## src/rtl/pc_seq_ctrl_if.sv

```systemverilog
// Instruction-fetch handshake between the PC sequencer and instruction memory.
//   imem_req  : fetch request, driven by the sequencer (master)
//   imem_addr : fetch address, driven by the sequencer (master)
//   imem_ack  : instruction word available this cycle, driven by memory (slave)
interface pc_seq_ctrl_if;
  logic        imem_req;
  logic [31:0] imem_addr;
  logic        imem_ack;

  modport master (
    output imem_req,
    output imem_addr,
    input  imem_ack
  );

  modport slave (
    input  imem_req,
    input  imem_addr,
    output imem_ack
  );
endinterface

```

## src/rtl/pc_seq_ctrl.sv

```systemverilog
// PC sequencer: fetch/execute control with PC update, retired-instruction count
// and an optional misaligned-target trap.
//
// Build option: define FETCH_MISALIGN_TRAP_EN to enable the misaligned-target trap.
// Without it, trap/trap_pc are tied low and the PC is force-aligned on update.
//
// Ports:
//   clk, rstn    : clock, synchronous active-low reset
//   PCSrc, IMM   : next-PC operation and PC-relative immediate of the executing instruction
//   retire/stall : instruction completes / hold current instruction (EXEC only)
//   imem         : fetch handshake (master side: req, addr out; ack in)
//   PC           : PC of the current instruction
//   inst_valid   : fetched instruction held for execution
//   trap/trap_pc : one-cycle misaligned-target pulse and faulting target
//   instret      : retired-instruction count

`ifndef NPC_PLUS4
`define NPC_PLUS4  3'b000
`endif
`ifndef NPC_BRANCH
`define NPC_BRANCH 3'b001
`endif
`ifndef NPC_JUMP
`define NPC_JUMP   3'b010
`endif

module pc_seq_ctrl #(
  parameter logic [31:0] RESET_PC = 32'h0000_0000,
  parameter logic [31:0] TRAP_VEC = 32'h0000_0100
) (
  input  logic                 clk,
  input  logic                 rstn,
  input  logic [2:0]           PCSrc,
  input  logic [31:0]          IMM,
  input  logic                 retire,
  input  logic                 stall,
  pc_seq_ctrl_if.master        imem,
  output logic [31:0]          PC,
  output logic                 inst_valid,
  output logic                 trap,
  output logic [31:0]          trap_pc,
  output logic [31:0]          instret
);

  typedef enum logic [1:0] {StFetch, StExec, StTrap} state_e;

  state_e      state_q, state_d;
  logic [31:0] pc_q;
  logic [31:0] instret_q;
  logic [31:0] pc_offset;
  logic [31:0] next_pc;
  logic        retire_fire;

  // Stall wins over retire; a stalled retire is simply dropped.
  assign retire_fire = (state_q == StExec) && retire && !stall;

  always_comb begin
    case (PCSrc)
      `NPC_BRANCH, `NPC_JUMP: pc_offset = IMM;
      default:                pc_offset = 32'd4;
    endcase
  end

  assign next_pc = pc_q + pc_offset;

`ifdef FETCH_MISALIGN_TRAP_EN
  logic        misaligned;
  logic [31:0] trap_pc_q;
  assign misaligned = |next_pc[1:0];
`endif

  // State register
  always_ff @(posedge clk) begin
    if (!rstn) begin
      state_q <= StFetch;
    end else begin
      state_q <= state_d;
    end
  end

  // Next-state logic
  always_comb begin
    state_d = state_q;
    unique case (state_q)
      StFetch: begin
        if (imem.imem_ack) state_d = StExec;
      end
      StExec: begin
        if (retire_fire) begin
`ifdef FETCH_MISALIGN_TRAP_EN
          state_d = misaligned ? StTrap : StFetch;
`else
          state_d = StFetch;
`endif
        end
      end
      StTrap:  state_d = StFetch;
      default: state_d = StFetch;
    endcase
  end

  // Output decode; imem_req is also gated by rstn so it stays low throughout reset
  always_comb begin
    imem.imem_req = 1'b0;
    inst_valid    = 1'b0;
    trap          = 1'b0;
    unique case (state_q)
      StFetch: imem.imem_req = rstn;
      StExec:  inst_valid    = 1'b1;
`ifdef FETCH_MISALIGN_TRAP_EN
      StTrap:  trap          = 1'b1;
`else
      StTrap:  trap          = 1'b0;
`endif
      default: ;
    endcase
  end

  assign imem.imem_addr = pc_q;
  assign PC             = pc_q;
  assign instret        = instret_q;

  // PC and retired-instruction counter
  always_ff @(posedge clk) begin
    if (!rstn) begin
      pc_q      <= RESET_PC;
      instret_q <= '0;
    end else begin
      if (retire_fire) begin
        instret_q <= instret_q + 32'd1;
`ifdef FETCH_MISALIGN_TRAP_EN
        // A misaligned target leaves PC alone; TRAP_VEC is loaded on trap exit.
        if (!misaligned) pc_q <= next_pc;
`else
        pc_q <= next_pc & 32'hFFFF_FFFC;
`endif
      end
      if (state_q == StTrap) pc_q <= TRAP_VEC;
    end
  end

`ifdef FETCH_MISALIGN_TRAP_EN
  always_ff @(posedge clk) begin
    if (!rstn) begin
      trap_pc_q <= '0;
    end else if (retire_fire && misaligned) begin
      trap_pc_q <= next_pc;
    end
  end
  assign trap_pc = trap_pc_q;
`else
  assign trap_pc = '0;
`endif

endmodule

```

## src/flat_wrapper.sv

```systemverilog
// flat-port wrapper written by rule: the top's interface ports become plain ports
module pc_seq_ctrl_flat 
#(
  parameter logic [31:0] RESET_PC = 32'h0000_0000,
  parameter logic [31:0] TRAP_VEC = 32'h0000_0100
)
  (clk, rstn, PCSrc, IMM, retire, stall, PC, inst_valid, trap, trap_pc, instret, imem_imem_req, imem_imem_addr, imem_imem_ack);
  pc_seq_ctrl_if imem_i ();
  input  logic clk;
  input  logic rstn;
  input  logic [2:0] PCSrc;
  input  logic [31:0] IMM;
  input  logic retire;
  input  logic stall;
  output logic [31:0] PC;
  output logic inst_valid;
  output logic trap;
  output logic [31:0] trap_pc;
  output logic [31:0] instret;
  output wire logic [$bits(imem_i.imem_req)-1:0] imem_imem_req;
  output wire logic [$bits(imem_i.imem_addr)-1:0] imem_imem_addr;
  input wire logic [$bits(imem_i.imem_ack)-1:0] imem_imem_ack;
  assign imem_imem_req = imem_i.imem_req;
  assign imem_imem_addr = imem_i.imem_addr;
  assign imem_i.imem_ack = imem_imem_ack;
  pc_seq_ctrl #(.RESET_PC(RESET_PC), .TRAP_VEC(TRAP_VEC)) u_core (.clk(clk), .rstn(rstn), .PCSrc(PCSrc), .IMM(IMM), .retire(retire), .stall(stall), .imem(imem_i), .PC(PC), .inst_valid(inst_valid), .trap(trap), .trap_pc(trap_pc), .instret(instret));
endmodule
```

## config.mk

```make
export PLATFORM = sky130hd
export DESIGN_NAME = pc_seq_ctrl_flat
export DESIGN_NICKNAME = d
export VERILOG_FILES = /design/src/rtl/pc_seq_ctrl_if.sv /design/src/rtl/pc_seq_ctrl.sv /design/src/flat_wrapper.sv
export SDC_FILE = /design/constraint.sdc
export NUM_CORES = 1
export LEC_CHECK = 0
export ABC_CLOCK_PERIOD_IN_PS = 4300
export BUFFER_PORTS_ARGS = -buffer_cell sky130_fd_sc_hd__buf_2
export CORE_MARGIN = 2
export CORE_UTILIZATION = 45
export CTS_BUF_LIST = sky130_fd_sc_hd__clkbuf_4 sky130_fd_sc_hd__clkbuf_8 sky130_fd_sc_hd__clkbuf_16
export DETAILED_ROUTE_END_ITERATION = 8
export PLACE_DENSITY = 0.74
export SLEW_MARGIN = 20
export SYNTH_ARGS = -nofsm -noshare
export SYNTH_HDL_FRONTEND = slang
export SYNTH_SLANG_ARGS = --single-unit
```

## constraint.sdc

```tcl
create_clock -name clk -period 4.3 [get_ports clk]
set_clock_uncertainty 0.15 [all_clocks]
set_input_delay 0.215 -clock clk [delete_from_list [all_inputs] [get_ports clk]]
set_output_delay 0.215 -clock clk [all_outputs]
set_load 0.005 [all_outputs]
```

==> flow_summary.ini <==
[outcome]
status = finished clean

[clock_network]
h-tree-depth = 3
cts_hold_buffers = 1
clk-insertion-delay-late_ns = 0.35
cts_tree = yes
post_cts_buffers = 0
clock_path_buffers = 2
cts.sinks = 63
ctsRootBufferMaster = clkbuf_8
ctsResizeCount = 0
cts_buffers = 9
path_clk_slew_ns = 0.08

[final_layout]
instances_no_fill = 863
fill_cells = 1069
fin_util_pct = 51.4
antennaDiodeCount = 0
syn2layout_area_growth_pct = 12.3
final_layout_size_suffix_gt1_share_pct = 22.5
final_nets = 789

[logic_synthesis]
ys_async_sr_fraction_pct = 0
yosysSeqAreaShare_pct = 25.5
yosysMostFrequentCell = nand2_1
syn_area_per_cell_um2 = 7.86
synth_top_flop_cell = dfxtp_1
synth_area_leaders = dfxtp_1, buf_4, ha_1
yosysTopAreaCellShare_pct = 25.5
ys.warnings.count = 0
yosysUniqueCellTypes = 60
synthTopCellsByCount = nand2_1, buf_4, dfxtp_1, and2_1, xnor2_1
synth_area_leader_cell = dfxtp_1
synth_area_um2 = 4940
yosys_register_bits = 63
synth_edf_count = 0
synth_cells = 629

[power]
fin_total_pwr_uw = 1320
power.density_nw_per_um2 = 238
vdd_ir_drop_max_mv = 0.155
leakagePower_uw = 0.00270

[timing]
setup-tns-final_ns = 0
finalCritPeriodShare_pct = 70.8
tightest_slew_ns = 0.926
fin_crit_ns = 3.04
drv_slew = 0
setup_violations = 0
fmax_mhz = 328
hold_viol = 0
maxSlewHeadroom_pct = 38.0
rsz0062_at_grt = no

[global_route]
first_global_vias = 4174
grt_max_degree = 47
grt_pass1_wl_um = 19100
track_usage_pct = 20.2
grt_overflow = 0
antenna_found_initial = 0

[routing]
dr.pass1.iters = 4
drt-initial-drc-count = 228
viasPerCell = 5.24
via_count = 4525
wirelength_um = 11900
drc_errors = 0
antenna_left = 0
wl_per_cell_um = 13.8

[critical_path]
arrival_ns = 3.14
cpMaxStageDelayCell = fa_1
crit_path_frequent_cell = nor2_1
cp_top_family = compound AO/OA/AOI/OAI gates
critPathMaxFanout = 30
end_kind = flip-flop
required_ns = 4.39
path_cells = buf_2, xnor2_1, nor2_1, buf_4, nand2_1, fa_1, nand2b_1, a21oi_2, o21bai_2, o311a_4, o41ai_4, nor2_1, or3_1
critPathMaxStageDelay_ns = 0.41
crit_buf_inv = 2
crit_type = in2reg
start_kind = input port

[place]
gp_congestion = 0.918
io_buffers = 131
dp_hpwl_um = 8920
dp_cells = 845

[floorplanning]
dieArea_um2 = 11800
die_h_um = 109
rows = 38
initial_utilization_pct = 45.8
die_w_um = 109
core_um2 = 10800
pin_count = 171

[hold_path]
hold_path.class = in2reg

[flow_run]
drv_cap = 0
state kept, by name, summed over array words and instances (netlist names):
| signal | count |
|---|---|
| u_core.PC | 30 |
| u_core.instret | 32 |
| u_core.state_q | 1 |
power breakdown:
group	switching, µW	internal, µW	total (µW)
Sequential	6.29	589	595
Clock	248	331	578
Combinational	89.3	59.8	149
Total	344	979	1320
layout make-up:
class	count	area [µm²]	share of cell area, %
Clock buffer	10	131	2.37
Clock inverter	6	85.1	1.53
Inverter	12	45.0	0.812
Multi-Input combinational cell	497	3160	56.9
Sequential cell	63	1260	22.7
Tap cell	140	175	3.16
Timing Repair Buffer	135	692	12.5
through the flow:
stage / hold slack (ns) / setup slack, ns / instance area, µm²
4_1_cts: 0.150 / 1.24 / 5540
5_1_grt: 0.162 / 1.10 / 5550
3_5_place_dp: 0.270 / 0.869 / 5310
6_report: 0.165 / 1.26 / 5550
2_1_floorplan: 0.175 / 1.13 / 5080
3_3_place_gp: 0.261 / 0.931 / 5310
worst register-to-register path: stages (launching register included):
cell      delay [ns]
dfxtp_1         0.39
ha_1            0.21
inv_1           0.07
fa_1            0.37
nand2b_1        0.20
a21oi_2         0.23
o21bai_2        0.13
o311a_4         0.35
o41ai_4         0.32
nor2_1          0.08
or3_1           0.37
cells by family after synthesis:
logic type,Yosys count,synth area share (%)
multiplexers,1,0.203
flip-flops,63,25.5
XOR/XNOR,49,8.69
other,1,0.0759
AND/OR/NAND/NOR,247,26.8
AO/OA/AOI/OAI,132,17.4
adder cells (fa/ha/maj),31,8.00
buffers and inverters,105,13.3
cells in the final DEF, fill, tap and decap left out, types with 9 or more instances in the layout:
| cell type | instances |
|---|---|
| a21o_1 | 12 |
| a21oi_1 | 30 |
| and2_1 | 58 |
| buf_2 | 131 |
| clkbuf_8 | 9 |
| conb_1 | 37 |
| dfxtp_1 | 63 |
| ha_1 | 30 |
| inv_1 | 12 |
| nand2_1 | 74 |
| nand3_1 | 24 |
| nand4_1 | 16 |
| nor2_1 | 28 |
| o21ai_0 | 26 |
| o21ai_1 | 18 |
| xnor2_1 | 37 |
| xor2_1 | 12 |
per-layer routing:
| layer | part of all wire (%) | up-vias | GRT usage [%] | wire length, µm |
|---|---|---|---|---|
| met1 | 44 | 2085 | 24.9 | 5210 |
| met3 | 6.5 | 21 | 4.18 | 778 |
| met2 | 48 | 172 | 35.1 | 5750 |
| met5 | 0 | - | 0 | 0 |
| met4 | 1.8 | 0 | 6.23 | 212 |
| li1 | - | 2247 | - | - |
path summary, 6_finish.rpt:
check	from	endpoint	slack, ns	cells after the start
setup / recovery	PCSrc[0]	u_core.PC[28]$_SDFFE_PN0P_	1.26	13
hold / removal	IMM[31]	u_core.PC[31]$_SDFFE_PN0P_	0.16	4
setup reg to reg	u_core.PC[2]$_SDFFE_PN0P_	u_core.PC[28]$_SDFFE_PN0P_	1.31	10
hold reg to reg	u_core.PC[24]$_SDFFE_PN0P_	u_core.PC[24]$_SDFFE_PN0P_	0.34	2
Power figures use the tool's default switching activity.
